$ cat src/rtl/lvds_bank_en_seq.sv
// LVDS output-enable sequencer for one I/O bank: settles the driver before
// reporting READY, and waits for serializer idle plus a guard period before disabling.
module lvds_bank_en_seq #(
  parameter int ON_SETTLE_CYC = 16,
  parameter int OFF_GUARD_CYC = 8,
  parameter int CNT_W         = 8
) (
  input  logic       clk,
  input  logic       rst,
  input  logic       en_req,
  input  logic       tx_idle,
  output logic       lvdseni,
  output logic       ready,
  output logic       busy,
  output logic [1:0] state
);

  typedef enum logic [1:0] {
    ST_OFF    = 2'b00,
    ST_SETTLE = 2'b01,
    ST_ON     = 2'b10,
    ST_GUARD  = 2'b11
  } state_t;

  localparam logic [CNT_W-1:0] SETTLE_LOAD = CNT_W'(ON_SETTLE_CYC - 1);
  localparam logic [CNT_W-1:0] GUARD_LOAD  = CNT_W'(OFF_GUARD_CYC - 1);

  state_t           state_q, state_d;
  logic [CNT_W-1:0] cnt_q, cnt_d;

  always_comb begin
    // NOTE: every combinational output gets a default first so no path infers a latch.
    state_d = state_q;
    cnt_d   = cnt_q;
    unique case (state_q)
      ST_OFF: begin
        if (en_req) begin
          state_d = ST_SETTLE;
          cnt_d   = SETTLE_LOAD;
        end
      end
      ST_SETTLE: begin
        if (!en_req) begin
          state_d = ST_GUARD;
          cnt_d   = GUARD_LOAD;
        end else if (cnt_q == '0) begin
          state_d = ST_ON;
        end else begin
          cnt_d = cnt_q - 1'b1;
        end
      end
      ST_ON: begin
        // Disable waits indefinitely for the serializer; READY stays high meanwhile.
        if (!en_req && tx_idle) begin
          state_d = ST_GUARD;
          cnt_d   = GUARD_LOAD;
        end
      end
      ST_GUARD: begin
        // Guard always runs to completion, so a re-request passes through OFF.
        if (cnt_q == '0) state_d = ST_OFF;
        else             cnt_d   = cnt_q - 1'b1;
      end
      default: state_d = ST_OFF;
    endcase
  end

  // Outputs are registered by decoding the next state into flops.
  always_ff @(posedge clk) begin
    // NOTE: sequential state uses non-blocking assignments only.
    if (rst) begin
      state_q <= ST_OFF;
      cnt_q   <= '0;
      lvdseni <= 1'b0;
      ready   <= 1'b0;
      busy    <= 1'b0;
    end else begin
      state_q <= state_d;
      cnt_q   <= cnt_d;
      lvdseni <= (state_d != ST_OFF);
      ready   <= (state_d == ST_ON);
      busy    <= (state_d == ST_SETTLE) || (state_d == ST_GUARD);
    end
  end

  assign state = state_q;

endmodule
$ cat config.mk
export PLATFORM = sky130hd
export DESIGN_NAME = lvds_bank_en_seq
export DESIGN_NICKNAME = d
export VERILOG_FILES = /design/src/rtl/lvds_bank_en_seq.sv
export SDC_FILE = /design/constraint.sdc
export NUM_CORES = 1
export LEC_CHECK = 0
export BUFFER_PORTS_ARGS = -buffer_cell sky130_fd_sc_hd__buf_4
export CAP_MARGIN = 40
export CORE_AREA = 2 2 39 41
export DETAILED_ROUTE_END_ITERATION = 7
export DIE_AREA = 0 0 41 43
export PLACE_DENSITY = 0.72
export SLEW_MARGIN = 40
export SYNTH_ARGS = -nofsm -noshare
export SYNTH_HDL_FRONTEND = slang
export SYNTH_SLANG_ARGS = --single-unit
$ cat constraint.sdc
create_clock -name clk -period 2.3 [get_ports clk]
set_input_delay 0.115 -clock clk [delete_from_list [all_inputs] [get_ports clk]]
set_output_delay 0.115 -clock clk [all_outputs]
set_load 0.01 [all_outputs]
### Word-level counts from Yosys, hierarchy flattened

Index checks and enable logic that the tools add are counted.

| cells by class | value |
|---|---|
| mux-type cells | 11 |
| reduce and logical (&&, ||, !) cells | 7 |
| add/sub/neg operators | 1 |
| eq/ne operators | 8 |

Operators by type and width:

| kind | number |
|---|---|
| $mux 8 | 4 |
| $pmux 8 s4 | 1 |
| $mux 2 | 5 |
| $eq 2x2->1 const B | 4 |
| $logic_not 8->1 | 1 |
| $pmux 2 s4 | 1 |
| $sub 8x1->8 const B | 1 |
| $eq 2x1->1 const B | 2 |
| $ne 2x2->1 const B | 2 |
| $logic_not 2->1 | 1 |
| $reduce_and 2->1 | 1 |
| $reduce_bool 2->1 | 1 |
| $logic_and 1x1->1 | 1 |
| $logic_not 1->1 | 1 |
| $logic_or 1x1->1 | 1 |

| storage, ports and cells | value |
|---|---|
| output and inout bits | 5 |
| bits of input ports | 4 |
| bits in registers | 13 |
| logic and storage cells | 32 |

### Longest topological paths before layout

| logic depth | value |
|---|---|
| word-level depth | 6 |
| gate-level depth with buffers | 6 |
| depth with buffers taken out | 6 |

### Least setup slack after synthesis

Ideal clock, no wire load.

| timing | value |
|---|---|
| path type | reg2reg |
| start point | register cnt_q[0] |
| end point | register cnt_q[1] |
| arrival | 1.710 ns |
| library setup time | 0.070 ns |
| buffers on the path | 0 |
| cell stages (with the launch flop) | 7 |
| data required time | 2.230 ns |
| slack | 0.520 ns |
| period minus slack after synthesis | 1.780 ns |
| cell sequence | dfxtp_1 > inv_1 > ha_1 > or3b_2 > o32ai_4 > mux2_2 > a21oi_1 |

| on the way | value |
|---|---|
| cells in the longest elaborated chain, start to end | 4 |
| elaborated cells between the ends (all ways) | 5 |
| those cells by class | add/sub: 1; mux: 3; reduce/logical: 1 |

RTL lines:

| element | RTL line | source |
|---|---|---|
| start: declaration | 29 | `logic [CNT_W-1:0] cnt_q, cnt_d;` |
| start signal: assignment | 79 | `cnt_q <= cnt_d;` |
| $sub 8x1->8 / $logic_not 8->1 (equally long branches) | - |  |
| $mux 8 (*) | 46, 61 |  |
| $mux 8 | 43 | `if (!en_req) begin` |
| $pmux 8 s4 (*) | 35 | `unique case (state_q)` |

Mark *: on every way between the ends. The rest lies on a longest branch, timed or not.
A chain may end at the register's enable or synchronous reset.

### Worst setup path in the final report

Same ends and word-level chain as after synthesis.

==> out/results.tsv <==
metric	value	unit
netlist_top_cells_area	dfxtp_1 36%, a21oi_1 7.5%, o32ai_4 4.1%	
wl	1334	um
clkSlewWorstSetupHoldPaths	0.08	ns
cts_made_buffers	3	
cts_resized	0	
worst-setup-path-type	reg -> reg	
yosysTopAreaCell	dfxtp_1	
synth_commonest_cells	12 x dfxtp_1, 10 x a21oi_1, 5 x o21ai_0	
max_freq	0.5342	GHz
post-cts-setup-buffer-count	0	
synth-main-ff-cell	dfxtp_1	
dpl_cell_area	737.0	sq um
fin_crit_sh	81.39	%
ys_seq_elements	12	
multi_input_area	397.9	sq um
core	1384	sq um
cts_tree	done	
synthesis.nets	80	
setup_viol	0	
die_area	1763	sq um
grt_start_max_net_pins	14	
combPwrFrac	48.0	%
cts_sinks	12	
synth_area	670.6	sq um
area_growth	15.30	%
fp.dieH	43	um
holdBufCountCts	0	
clock_tree.buffer_depth	2	
diodes	0	
synth.most_common_cell	dfxtp_1	
htreeDepth	1	
wl_per_cell	13.34	um
p_leak	0.2846	nW
initial_core_util	48.46	%
p_sw_share	38.30	%
seq_area_frac_synth	35.82	%
portBuffers	8	
switching_power	356.9	uW
antenna_found_initial	0	
cp_max_fo	4	
dr.pass1.iters	3	
fill_cells	132	
grt_use_met1	20.45	%
setup_ws	0.4281	ns
yosysWarnings	0	
tns	0	ns
avgSynthCellArea	8.942	sq um
remaining_drc_errors	0	
synth-edff-count	0	
peakVddDrop	0.6044	mV
grt_usage	18.03	%
io_pins	9	
rsz0062_at_grt	false	
skew	0.005719	ns
final_nets	90	
cts-root-buf	clkbuf_4	
hold_viol_final	0	
synth_top_area_share	35.82	%
seqCellArea	240.2	sq um
met3_usage	6.283	%
report.final.slew_viol_count	0	
synthDistinctLibCells	38	
design_area	773.2	sq um
die_w	41	um
netlist_instances	75	
end_kind	flop	
maxSlewHeadroom	64.67	%
drt-initial-drc-count	5	
num_rows	14	
arrival	2.08	ns
p_per_area	1205	nW/um^2
place_hpwl	993.8	um
vias_per_cell	5.960	
grt_pass1_wl	2152	um
overflow	0	
async_reset_ff_share	0	%
clk-insertion-delay-late	0.28	ns
vias	596	
post-route-min-period	1.872	ns
cp-start-kind	flop	
drive_above_1_share	22.62	%
max-cap-violations	0	
clockPowerShare	18.1	%
min_path_type	in -> reg	
post-place-ws	0.4396	ns
intPower	574.9	uW
seqPwrFrac	33.9	%
grt_busiest_layer	met2	
postRouteAntennaNets	0	
status	complete, no violations	
required	2.51	ns
place.gp.congestion	0.8568	
gr-usage-met2	27.19	%
grt_pass1_vias	528	
tightest_slew	0.5244	ns
[power groups by stage]
stage / clock network [mW] / registers [mW] / logic (mW)
floorplan: 0 / 0.315 / 0.353
global placement: 0 / 0.317 / 0.446
detailed placement: 0 / 0.322 / 0.447
CTS: 0.172 / 0.317 / 0.450
global route: 0.181 / 0.327 / 0.501
finish: 0.168 / 0.316 / 0.447
[metal layers]
| metal | vias to the layer above | part of all wire (%) |
|---|---|---|
| met5 | - | 0 |
| met1 | 276 | 46 |
| li1 | 303 | - |
| met2 | 12 | 47 |
| met3 | 5 | 4.9 |
| met4 | 0 | 2.5 |
[critical path: stages (launching register included)]
cell and delay [ns]:
dfxtp_1 0.33, inv_1 0.10, ha_1 0.17, or3b_2 0.52
o32ai_4 0.19, mux2_2 0.37, a21oi_1 0.13
[kinds of logic after synthesis]
kind of cell | count (synthesis) | synth area share (%)
compound gates | 27 | 27.80
xor+xnor | 2 | 2.612
fa+ha+maj | 1 | 1.865
buf+inv | 7 | 4.849
flops | 12 | 35.82
mux | 1 | 1.679
simple gates | 25 | 25.38
[per-stage QoR]
step	instances	total power [mW]	hold WS (ns)	util [%]
floorplan	75	0.6686	0.2329	-
global placement	96	0.7633	0.3779	53.25
detailed placement	96	0.7690	0.3817	53.25
CTS	100	0.9393	0.08513	55.88
global route	100	1.009	0.08540	55.88
finish	100	0.9317	0.08159	55.88
[cell type report]
| class | count | share of cell area (%) |
|---|---|---|
| well taps | 16 | 2.589 |
| inverters | 3 | 1.456 |
| clock buffers | 4 | 4.693 |
| multi-input cells | 56 | 51.46 |
| repair buffers | 9 | 8.738 |
| flip-flops and latches | 12 | 31.07 |
[flip-flops by register name (all words and copies together), names as in the netlist]
register  cells
cnt_q         8
state         2
lvdseni       1
ready         1
[cells in the final DEF (no fill, tap or decap), drive strengths merged, types with 2 or more instances in the layout]
| master | count |
|---|---|
| and3b | 2 |
| a31oi | 4 |
| a21oi | 10 |
| buf | 9 |
| nor2b | 2 |
| nor3 | 3 |
| nand3 | 2 |
| or4 | 2 |
| xnor2 | 2 |
| inv | 3 |
| o21ai | 5 |
| dfxtp | 12 |
| clkbuf | 4 |
| o32ai | 2 |
| nand2b | 4 |
| nor2 | 2 |
[path summary, 6_finish.rpt]
path | from | to | slack [ns] | depth (start not counted)
worst min register to register | cnt_q[6] | cnt_q[6] | 0.51 | 2
worst min-delay path | rst | cnt_q[7] | 0.08 | 2
worst max register to register | cnt_q[0] | cnt_q[1] | 0.43 | 6
worst max-delay path | cnt_q[0] | cnt_q[1] | 0.43 | 6
Note: power is estimated with default switching activity, not from simulation.
